$ cat config.mk
export PLATFORM = sky130hd
export DESIGN_NAME = seg_scan_ctrl
export DESIGN_NICKNAME = d
export VERILOG_FILES = /design/src/rtl/seg_scan_ctrl.sv
export SDC_FILE = /design/constraint.sdc
export NUM_CORES = 1
export LEC_CHECK = 0
export CAP_MARGIN = 20
export CORE_MARGIN = 2
export CORE_UTILIZATION = 55
export CTS_CLUSTER_DIAMETER = 80
export DETAILED_ROUTE_END_ITERATION = 8
export HOLD_SLACK_MARGIN = 0.06
export PLACE_DENSITY_LB_ADDON = 0.3
export SLEW_MARGIN = 30
export SYNTH_ARGS = -nofsm -noshare
export SYNTH_HDL_FRONTEND = slang
export SYNTH_SLANG_ARGS = --single-unit
$ cat constraint.sdc
create_clock -name clk -period 8.8 [get_ports clk]
set_input_delay 1.32 -clock clk [delete_from_list [all_inputs] [get_ports clk]]
set_output_delay 1.32 -clock clk [all_outputs]
set_load 0.02 [all_outputs]
$ cat src/rtl/seg_scan_ctrl.sv
// Multiplexed 4-digit 7-segment scan controller with per-slot PWM brightness and frame-latched data.
// Optional leading-zero blanking is enabled by defining LEAD_ZERO_BLANK_EN.
module seg_scan_ctrl #(
  parameter bit AN_ACT_LOW  = 1'b1,
  parameter bit SEG_ACT_LOW = 1'b1
) (
  input  logic        clk,
  input  logic        rst,
  input  logic        tick,
  input  logic        run,
  input  logic [1:0]  light,
  input  logic [15:0] digits,
  input  logic [3:0]  dp_in,
  output logic [3:0]  an,
  output logic [6:0]  seg,
  output logic        dp,
  output logic        frame_start
);

  typedef enum logic [1:0] {
    ST_OFF   = 2'd0,
    ST_SCAN  = 2'd1,
    ST_GUARD = 2'd2
  } state_t;

  localparam logic [3:0] AN_OFF  = AN_ACT_LOW  ? 4'hF  : 4'h0;
  localparam logic [6:0] SEG_OFF = SEG_ACT_LOW ? 7'h7F : 7'h00;
  localparam logic       DP_OFF  = SEG_ACT_LOW;

  state_t      state_q, state_d;
  logic [1:0]  dig_idx_q, dig_idx_d;
  logic [1:0]  phase_q, phase_d;
  logic [15:0] digits_lat_q, digits_lat_d;
  logic [3:0]  dp_lat_q, dp_lat_d;
  logic [3:0]  an_q, an_d;
  logic [6:0]  seg_q, seg_d;
  logic        dp_q, dp_d;
  logic        frame_start_q, frame_start_d;

  logic [3:0]  lit_en;
  logic [3:0]  nibble;
  logic [6:0]  seg_hi;
  logic        dp_hi;

  function automatic logic [6:0] hex7(input logic [3:0] n);
    logic [6:0] p;
    unique case (n)
      4'h0: p = 7'h3F;
      4'h1: p = 7'h06;
      4'h2: p = 7'h5B;
      4'h3: p = 7'h4F;
      4'h4: p = 7'h66;
      4'h5: p = 7'h6D;
      4'h6: p = 7'h7D;
      4'h7: p = 7'h07;
      4'h8: p = 7'h7F;
      4'h9: p = 7'h6F;
      4'hA: p = 7'h77;
      4'hB: p = 7'h7C;
      4'hC: p = 7'h39;
      4'hD: p = 7'h5E;
      4'hE: p = 7'h79;
      default: p = 7'h71;
    endcase
    return p;
  endfunction

  always_comb begin
    state_d       = state_q;
    dig_idx_d     = dig_idx_q;
    phase_d       = phase_q;
    digits_lat_d  = digits_lat_q;
    dp_lat_d      = dp_lat_q;
    frame_start_d = 1'b0;

    unique case (state_q)
      ST_OFF: begin
        if (run) begin
          state_d       = ST_SCAN;
          digits_lat_d  = digits;
          dp_lat_d      = dp_in;
          frame_start_d = 1'b1;
        end
      end
      ST_SCAN: begin
        if (tick) begin
          phase_d = phase_q + 2'd1;
          if (phase_q == 2'd3) begin
            dig_idx_d = dig_idx_q + 2'd1;
            state_d   = ST_GUARD;
            if (dig_idx_q == 2'd3) begin
              digits_lat_d  = digits;
              dp_lat_d      = dp_in;
              frame_start_d = 1'b1;
            end
          end
        end
      end
      ST_GUARD: state_d = ST_SCAN;
      default:  state_d = ST_OFF;
    endcase

    // Stopping the scan beats any tick or frame latch in the same cycle.
    if (!run) begin
      state_d       = ST_OFF;
      dig_idx_d     = 2'd0;
      phase_d       = 2'd0;
      digits_lat_d  = digits_lat_q;
      dp_lat_d      = dp_lat_q;
      frame_start_d = 1'b0;
    end
  end

`ifdef LEAD_ZERO_BLANK_EN
  logic [3:0] blank;
  always_comb begin
    blank    = 4'b0000;
    blank[3] = (digits_lat_d[15:12] == 4'h0) && !dp_lat_d[3];
    blank[2] = blank[3] && (digits_lat_d[11:8] == 4'h0) && !dp_lat_d[2];
    blank[1] = blank[2] && (digits_lat_d[7:4]  == 4'h0) && !dp_lat_d[1];
  end
`endif

  // Outputs are computed from next-state values so the registered pins line up with the state.
  always_comb begin
    lit_en = 4'b0000;
    if ((state_d == ST_SCAN) && (phase_d <= light)) lit_en[dig_idx_d] = 1'b1;
`ifdef LEAD_ZERO_BLANK_EN
    lit_en = lit_en & ~blank;
`endif
    nibble = digits_lat_d[{dig_idx_d, 2'b00} +: 4];
    seg_hi = (state_d == ST_OFF) ? 7'h00 : hex7(nibble);
    dp_hi  = (state_d == ST_OFF) ? 1'b0  : dp_lat_d[dig_idx_d];
    an_d   = AN_ACT_LOW  ? ~lit_en : lit_en;
    seg_d  = SEG_ACT_LOW ? ~seg_hi : seg_hi;
    dp_d   = SEG_ACT_LOW ? ~dp_hi  : dp_hi;
  end

  always_ff @(posedge clk) begin
    if (rst) begin
      state_q       <= ST_OFF;
      dig_idx_q     <= 2'd0;
      phase_q       <= 2'd0;
      digits_lat_q  <= 16'h0000;
      dp_lat_q      <= 4'h0;
      an_q          <= AN_OFF;
      seg_q         <= SEG_OFF;
      dp_q          <= DP_OFF;
      frame_start_q <= 1'b0;
    end else begin
      state_q       <= state_d;
      dig_idx_q     <= dig_idx_d;
      phase_q       <= phase_d;
      digits_lat_q  <= digits_lat_d;
      dp_lat_q      <= dp_lat_d;
      an_q          <= an_d;
      seg_q         <= seg_d;
      dp_q          <= dp_d;
      frame_start_q <= frame_start_d;
    end
  end

  assign an          = an_q;
  assign seg         = seg_q;
  assign dp          = dp_q;
  assign frame_start = frame_start_q;

endmodule

# == After elaboration in Yosys (flattened, before gate mapping) ==
# Memories as Yosys holds them, arrays and structs flattened.
# Index checks and enable logic that the tools add are counted.
# totals
n_memories,1
output_inout_bits,13
ramBits,0
register_bits,39
mem_bits_ro,112
latch_bits,0
# classes
addsub,2
shifts,1
eq_ne,5
bitwise,4
n_mul,0
div_mod_pow,0
n_mux,32
magnitude_cmp,3
reduce_logical,6
# memory_table
name,depth,word_bits,rd,rd_clocked_by_memory_dff,wr,line_no,text
(no name shown),16,7,1,0,0,47,unique case (n)
# ops
operator,n
$mux 16,4
$pmux 16 s2,1
$mux 2,10
$mux 4,5
$shiftx 16x5->4,1
$pmux 4 s2,1
$mux 7,1
$not 7->7,1
$eq 2x2->1 const B,3
$mux 1,6
$add 2x1->2 const B,2
$eq 2x1->1 const B,2
$logic_not 2->1,2
$not 4->4,1
$pmux 2 s2,1
$reduce_or 2->1,2
$lt 2x3->1 const B,1
$bmux 1 s2,1
$demux 1 s2,1
$ge 2x1->1 const B,1
$le 2x2->1,1
$logic_and 1x1->1,2
$not 1->1,2
$pmux 1 s2,1

# == Logic depth before layout (Yosys ltp) ==
# Gate-level depths: netlist (run 1).
# depth
ltp_word,11
depth_mapped,13
depth_no_buf,12

# == Worst setup path after synthesis (run 1) ==
# OpenSTA, ideal clock, no wires.
# synth_timing
kind,in2reg
startpoint,in tick
endpoint,"reg seg_q[0], in the netlist seg[0]"
setup_ps,116
path_stages,10
slack_ps,5100
required_time_ps,8684
t_arrival_ps,3584
n_path_buf,1
path_cell_list,nand3_1 -> a21oi_2 -> buf_6 -> mux2i_1 -> mux2i_1 -> mux2i_1 -> inv_1 -> ha_1 -> or4_1 -> and3_1
# synth_via
elab_chain_len,7
elab_cells_between_ends,14
classes_between,1 x shift; 10 x mux; 1 x bitwise; 1 x reduce/logical; 1 x memory
# synth_lines
element,line_no,text
"start, declared",9,"input logic tick,"
$mux 16 / $mux 2 (equally long branches),86,if (tick) begin
$pmux 16 s2 / $mux 2 (equally long branches),76,unique case (state_q)
$mux 16 / $mux 2 (equally long branches),104,if (!run) begin
$shiftx 16x5->4,131,"nibble = digits_lat_d[{dig_idx_d, 2'b00} +: 4];"
$mem_v2 16x7,--,
$mux 7 *,132,seg_hi = (state_d == ST_OFF) ? 7'h00 : hex7(nibble);
$not 7->7 *,135,seg_d = SEG_ACT_LOW ? ~seg_hi : seg_hi;
"end signal, assigned",157,seg_q <= seg_d;
"end, declared",36,"logic [6:0] seg_q, seg_d;"
# Every way passes the cells marked *; elsewhere a longest branch is shown, timed or not.
# A chain may end at the register's enable or synchronous reset.

# == Final worst setup path (run 1) ==
# layout_timing
startpoint,in run
endpoint,"reg seg_q[0], in the netlist seg[0]"
# layout_via
elab_chain_len,5
elab_cells_between_ends,8
classes_between,1 x shift; 4 x mux; 1 x bitwise; 1 x reduce/logical; 1 x memory
# layout_lines
element,line_no,text
"start, declared",10,"input logic run,"
$mux 16 / $mux 2 (equally long branches),104,
$shiftx 16x5->4,131,
$mem_v2 16x7,--,
$mux 7 *,132,
$not 7->7 *,135,
# Marked as above.

==> results.cfg, run 1 <==
[drt]
drt_pass1_iterations = 4
drt-total-wl_um = 4200
vias_per_cell = 5.55
vias = 1597
drc_errors = 0
wl_per_cell_um = 14.6
ant_nets = 0
drt-initial-drc-count = 139

[timing]
rsz0062_at_grt = no
fmax_mhz = 213
finClkSkew_ps = 7.93
maxSlewViolCount = 0
period_needed_ps = 4700
hold_viol_final = 0
hold-worst-slack_ps = 505
tns_ps = 0
maxSlewHeadroom_pct = 38.5
setup_violations = 0
worst_pin_slew_ps = 920
fin_crit_sh_pct = 53.4

[setup_path]
crit_arrival_ps = 4950
cp_slowest_cell = clkdlybuf4s50_1
reg2reg_depth = 10
worstSetupPathType = input port to flip-flop
r2r_start = phase_q[0]$_SDFF_PP0_
rrSetupSlack_ps = 5150
start_kind = input port
max_stage_delay_ps = 720
crit_required_ps = 9050
end_kind = flip-flop
path_common_cell = mux2i_1
path_cells = clkdlybuf4s50_1 > nand2b_1 > a21oi_2 > mux2i_1 > mux2i_1 > mux2i_1 > inv_1 > ha_1 > or4_1 > and3_1
critPathMaxFanout = 13
regToRegEndpoint = seg[0]$_SDFF_PP1_

[min_path]
whs_path_depth = 2
holdCritPathClass = flip-flop to flip-flop
min-delay-start = dp_lat_q[1]$_SDFF_PP0_
hold_path_end = dp_lat_q[1]$_SDFF_PP0_

[cts]
cts_buffer_depth = 2
clkLatencyLatePin_ps = 350
cts_sinks = 39
h-tree-depth = 2
numCtsBuffers = 5
postCtsSetupBuffers = 0
cts_root_buffer = clkbuf_4
path_clk_slew_ps = 110
cts_resized = 0
tritoncts = built
cts_hold_buf = 0

[place]
gp_congestion = 0.842
hpwl_um = 3100
portBuffers = 38

[grt]
track_usage_pct = 22.1
grt_max_degree = 26
grt_overflow = 0
grt_pass1_wl_um = 7020
antenna_found_initial = 0
first_global_vias = 1549

[finish]
fillers = 277
fin_nets = 280
diodes = 0
syn_to_final_growth_pct = 21.6
drive_above_1_share_pct = 9.92

[die]
fp-row-count = 21
io-pin-count = 39
die_w_um = 64.2
die_area_mm2 = 0.00412
core_mm2 = 0.00342
die_y_um = 64.2
initial_core_util_pct = 58.4

[power]
peakVddDrop_uv = 131
power.leakage_nw = 0.998
power_density_mw_per_mm2 = 144

[yosys]
yosys.area.top_type = dfxtp_1
synth_area_per_cell_um2 = 9.63
synth.most_common_cell = dfxtp_1
yosysSeqAreaShare_pct = 39.1
yosysWarnings = 0
synth_seq_cells = 39
synth_common_cells = dfxtp_1, nor2_1, mux2i_1, nand2_1, ha_1
async_reset_ff_share_pct = 0
synth.cell_area_mm2 = 0.00199
synthesis.nets = 245
ys_types = 43
ys_top_cells_by_area = dfxtp_1, mux2i_1, ha_1
synthFlopType = dfxtp_1
yosys.area.top_type_share_pct = 39.1
synth_cells = 207
synth-edff-count = 0

[status]
status = complete, no violations

[job]
cap_violations = 0
metal layers:
metal	GRT usage (%)	up-vias	part of all wire (%)	wire length, um
li1	-	802	-	-
met1	27.2	754	46	1940
met2	37.2	37	48	2020
met3	6.69	4	4.9	206
met4	6.65	0	0.98	41
met5	0	-	0	0
kinds of logic after synthesis:
logic type / Yosys count / synth area share, %
adders and majority gates: 12 / 7.53
muxes: 31 / 15.7
DFF: 39 / 39.1
xor gates and xnor gates: 3 / 1.32
AOI/OAI and AO/OA: 36 / 15.1
buffers and inverters: 17 / 4.45
and+or+nand+nor: 69 / 16.8
layout by cell type, fill, tap and decap left out, types with 3 or more instances in the layout:
cell type	instances
a211oi_1	4
a21oi_1	6
a21oi_2	3
clkbuf_4	5
clkdlybuf4s50_1	38
dfxtp_1	39
ha_1	12
inv_1	7
mux2_2	3
mux2i_1	28
nand2_1	16
nand2b_1	3
nand3_1	4
nor2_1	29
nor2b_1	3
o21ai_0	3
o221ai_1	4
xnor2_1	3
flip-flops by register name, summed over array words and instances (netlist names):
| name | flops |
|---|---|
| seg | 7 |
| dp | 1 |
| digits_lat_q | 16 |
| frame_start | 1 |
| state_q | 2 |
| phase_q | 2 |
| an | 4 |
| dp_lat_q | 4 |
| dig_idx_q | 2 |
how the worst max path moves through the flow:
stage          slack, ps           endpoint  startpoint
2_1_floorplan       5100  seg[0]$_SDFF_PP1_        tick
3_3_place_gp        3920  seg[0]$_SDFF_PP1_         run
3_5_place_dp        3740  seg[0]$_SDFF_PP1_         run
4_1_cts             4110  seg[0]$_SDFF_PP1_         run
5_1_grt             3860  seg[0]$_SDFF_PP1_         run
6_report            4100  seg[0]$_SDFF_PP1_         run
final cells by class:
type / count / area (um^2) / share of cell area [%]
repair buffers: 38 / 380 / 15.7
multi-input cells: 151 / 1120 / 46.4
clock inverters: 1 / 5.00 / 0.206
flip-flops and latches: 39 / 781 / 32.2
clock buffers: 6 / 51.3 / 2.11
well taps: 46 / 57.6 / 2.37
inverters: 7 / 26.3 / 1.08
critical path, delay by kind of cell:
kind,cells,cell delay [ps]
muxes,3,920
buffers and inverters,2,930
adders and majority gates,1,290
AOI/OAI and AO/OA,1,670
and+or+nand+nor,3,820
metrics by stage:
stage / total power [W] / instances / worst slack [ps] / cell area (um^2) / utilization, %
2_1_floorplan: 0.000234 / 207 / 5100 / 1990 / -
3_3_place_gp: 0.000258 / 281 / 3920 / 2370 / 69.4
3_5_place_dp: 0.000260 / 281 / 3740 / 2370 / 69.4
4_1_cts: 0.000354 / 288 / 4110 / 2430 / 71.0
5_1_grt: 0.000369 / 288 / 3860 / 2430 / 71.0
6_report: 0.000350 / 288 / 4100 / 2430 / 71.0
power by group:
group / internal, W / switching (W)
Combinational: 0.0000322 / 0.0000358
Sequential: 0.000186 / 0.00000304
Clock: 0.0000370 / 0.0000562
Total: 0.000255 / 0.0000950
Power figures use the tool's default switching activity.
==> inputs of run 2 (changes only) <==
CORE_UTILIZATION = 46   (was 55)
clock period = 3.93 ns   (was 8.8 ns; I/O delays follow)
==> results.cfg, run 2 (synthesized netlist as in run 1, its figures left out) <==
[cts]
cts_buffer_depth = 2
cts_sinks = 39
cts_resized = 0
tritoncts = built
cts_hold_buf = 0
numCtsBuffers = 5
postCtsSetupBuffers = 0
clkLatencyLatePin_ps = 290
cts_root_buffer = clkbuf_8
h-tree-depth = 2
path_clk_slew_ps = 70

[setup_path]
end_kind = flip-flop
rrSetupSlack_ps = 930
critPathMaxFanout = 8
crit_arrival_ps = 3420
crit_required_ps = 4110
worstSetupPathType = input port to flip-flop
reg2reg_depth = 10
start_kind = input port

[finish]
top_register = digits_lat_q
final_cell_mix = dfxtp_1, clkdlybuf4s50_1, nor2_1
fillers = 364
drive_above_1_share_pct = 12.1
fin_nets = 285
multi_input_area_mm2 = 0.00112
diodes = 0
final_common_cell = dfxtp_1
largest_reg_flops = 16
syn_to_final_growth_pct = 26.9
stdcell_count = 298
seqCellArea_um2 = 781

[timing]
setup_violations = 0
worst_pin_slew_ps = 661
fmax_mhz = 309
period_needed_ps = 3240
tns_ps = 0
maxSlewHeadroom_pct = 56.0
hold_viol_final = 0
rsz0062_at_grt = no
finClkSkew_ps = 10.3
maxSlewViolCount = 0
fin_crit_sh_pct = 82.4

[drt]
wl_per_cell_um = 13.8
drt-total-wl_um = 4120
drt_pass1_iterations = 4
drc_errors = 0
drt-initial-drc-count = 80
ant_nets = 0
vias = 1611
vias_per_cell = 5.41

[die]
die_area_mm2 = 0.00488
io-pin-count = 39
die_y_um = 69.8
core_mm2 = 0.00409
die_w_um = 69.8
fp-row-count = 23
initial_core_util_pct = 48.8

[job]
cap_violations = 0

[place]
portBuffers = 38
hpwl_um = 3070
gp_congestion = 0.922
place_inst = 290

[power]
power_density_mw_per_mm2 = 364
power.leakage_nw = 1.05
peakVddDrop_uv = 202

[grt]
first_global_vias = 1479
grt_max_degree = 26
track_usage_pct = 17.5
grt_pass1_wl_um = 6730
antenna_found_initial = 0
grt_overflow = 0

[min_path]
holdCritPathClass = flip-flop to flip-flop
whs_path_depth = 2

[status]
status = complete, no violations
-- run 2: changes by cell type in the layout (fill, tap and decap cells not counted), sizes merged --
cell,before,now
buf,0,5
bufinv,0,1
-- run 2: report_power, final --
part           internal [W]  switching (W)
clock network      0.000205       0.000138
registers          0.000415     0.00000676
logic             0.0000757      0.0000796
-- run 2: metal layers --
| metal | wire length, um | vias up | track usage (%) | part of all wire (%) |
|---|---|---|---|---|
| li1 | - | 815 | - | - |
| met1 | 2020 | 747 | 23.3 | 49 |
| met2 | 1800 | 43 | 27.3 | 44 |
| met3 | 248 | 6 | 3.78 | 6.0 |
| met4 | 56 | 0 | 7.26 | 1.4 |
| met5 | 0 | - | 0 | 0 |
-- run 2: worst max-delay path, stage by stage --
cell             delay (ps)
clkdlybuf4s50_1         600
and4b_4                 310
xnor2_1                 120
nor2_2                  400
mux2i_1                 160
mux2i_1                 210
inv_1                   120
ha_1                    250
or4_1                   510
and3_1                  150
-- run 2: worst paths after layout --
path,from,to
max reg2reg,phase_q[0]$_SDFF_PP0_,seg[0]$_SDFF_PP1_
min reg2reg,digits_lat_q[12]$_SDFF_PP0_,digits_lat_q[12]$_SDFF_PP0_
max,tick,seg[0]$_SDFF_PP1_
min,digits_lat_q[12]$_SDFF_PP0_,digits_lat_q[12]$_SDFF_PP0_
-- run 2: final cells by class --
cell class / instances / area share, %
clock buffer: 6 / 3.26
clock inverter: 2 / 1.38
inverter: 7 / 1.04
multi-input combinational: 151 / 44.5
sequential: 39 / 30.9
tap: 50 / 2.47
timing repair buffer: 43 / 16.5
-- run 2: stage by stage --
stage	worst slack [ps]	hold slack, ps	total power (W)	util, %	area [um^2]
global placement	479	472	0.000585	59.0	2410
global route	504	524	0.000963	61.9	2530
finish	694	494	0.000921	61.9	2530
floorplan	953	454	0.000525	-	1990
detailed placement	415	479	0.000586	59.0	2410
CTS	702	497	0.000929	61.9	2530
==> RTL change, RTL diff (settings of run 1) <==
Encoding of `state_t`: now one-hot (3 bits for 3 states).
--- a/src/rtl/seg_scan_ctrl.sv
+++ b/src/rtl/seg_scan_ctrl.sv
@@ -17,10 +17,10 @@
   output logic        frame_start
 );
 
-  typedef enum logic [1:0] {
-    ST_OFF   = 2'd0,
-    ST_SCAN  = 2'd1,
-    ST_GUARD = 2'd2
+  typedef enum logic [2:0] {
+    ST_OFF   = 3'b001,
+    ST_SCAN  = 3'b010,
+    ST_GUARD = 3'b100
   } state_t;
 
   localparam logic [3:0] AN_OFF  = AN_ACT_LOW  ? 4'hF  : 4'h0;
Behaviour: no difference found for any inputs over 10 cycles, from zero or initial values and one cycle with rst high; not proved beyond that.
==> RTL change against run 1 <==
- routed wire length up 16%
- sequential cell count increased by 1
- final area is 12% higher
- worst setup slack worse by 0.16 ns
- count of clock-buffer cells in the layout down 1
- clock power increased by 29%
- area after synthesis grew 13%
- power grew 14%
- critical path type unchanged
- critical endpoint unchanged
- largest power group unchanged
- highest routed layer unchanged
==> RTL change: results <==
export IMPL_outcome="completed"
export IMPL_yosysUniqueCellTypes=60
export IMPL_r2r_slack_ns=5.19
export IMPL_regToRegStartpoint="state_q[2]"
export IMPL_synth_common_cells="dfxtp_1 (40), nor2_1 (23), mux2i_1 (17), nand2_1 (17), a21oi_1 (14)"
export IMPL_placed_cell_area_um2=2640
export IMPL_grtUsageTotal=0.234
export IMPL_ff2ff_path_depth=9
export IMPL_wl_per_cell_um=15.1
export IMPL_clkTransAtPathRegs_ns=0.08
export IMPL_synth_area_leaders="dfxtp_1 (36%), mux2i_1 (7.6%), ha_1 (6.7%)"
export IMPL_avgSynthCellArea_um2=9.50
export IMPL_cts_made_buffers=5
export IMPL_worstReg2RegEnd="seg[0]"
export IMPL_first_iter_violations=129
export IMPL_layout_cells_non_filler=323
export IMPL_cpPeakStageDelay_ns=0.79
export IMPL_worstHoldEndpoint="digits_lat_q[15]"
export IMPL_vias=1861
export IMPL_gp_congestion=0.975
export IMPL_root_buffer="clkbuf_8"
export IMPL_dpl_worst_slack_ns=3.64
export IMPL_firstDrtPassIters=5
export IMPL_finClkSkew_ns=0.00333
export IMPL_hpwl_mm=3.68
export IMPL_synth_nets=275
export IMPL_drive_above_1_share=0.121
export IMPL_grt_pass1_vias=1701
export IMPL_p_leak_uw=0.00108
export IMPL_holdWs_ns=0.462
export IMPL_largest_reg_flops=16
export IMPL_ir_drop_mv=0.122
export IMPL_min_from="digits_lat_q[15]"
export IMPL_relSlewSlack=0.433
export IMPL_grt_first_pass_wirelength_mm=8.15
export IMPL_cts_setup_buffers=0
export IMPL_crit_fanout=16
export IMPL_clock_latency_ns=0.29
export IMPL_yosysSeqAreaShare=0.356
export IMPL_final_nets=310
export IMPL_cp_arrival_ns=5.03
## RTL change: report_power, final
group          internal [uW]  total (uW)  switching [uW]
sequential               191         195            3.85
clock                   55.2         120            64.9
combinational           39.6        82.7            43.1
total                    285         397             112
## RTL change: cells by family after synthesis
logic type,after synthesis,share of synthesized area
AO/OA/AOI/OAI,61,0.208
adder cells (fa/ha/maj),12,0.0667
buffers and inverters,20,0.0456
AND/OR/NAND/NOR,81,0.220
XOR/XNOR,3,0.0117
multiplexers,20,0.0923
flip-flops,40,0.356
## RTL change: critical path, delay by kind of cell
family                   cells  cell delay (ns)
AO/OA/AOI/OAI                4             1.07
buffers and inverters        2             0.90
multiplexers                 1             0.40
AND/OR/NAND/NOR              2             1.07
adder cells (fa/ha/maj)      1             0.27
## RTL change: worst max path at each step
stage,slack [ns],to,startpoint,cells after the start
floorplan,5.16,seg[0],run,11
global placement,3.60,seg[0],run,10
detailed placement,3.64,seg[0],run,10
CTS,3.95,seg[0],run,10
global route,3.72,seg[0],run,10
finish,3.94,seg[0],run,10
## RTL change: layout make-up
cell class                 instances  area (um^2)
clock inverter                     3         18.8
tap                               50         62.6
fill                             322         1240
clock buffer                       5         68.8
inverter                           9         33.8
multi-input combinational        177         1350
sequential                        40          801
timing repair buffer              39          388
## RTL change: layer usage
metal / GRT usage / wire, um / part of all wire / vias to the layer above
li1: - / - / - / 936
met1: 0.342 / 2360 / 0.48 / 865
met2: 0.356 / 2240 / 0.46 / 54
met3: 0.0395 / 230 / 0.047 / 6
met4: 0.0625 / 55 / 0.011 / 0
met5: 0 / 0 / 0 / -
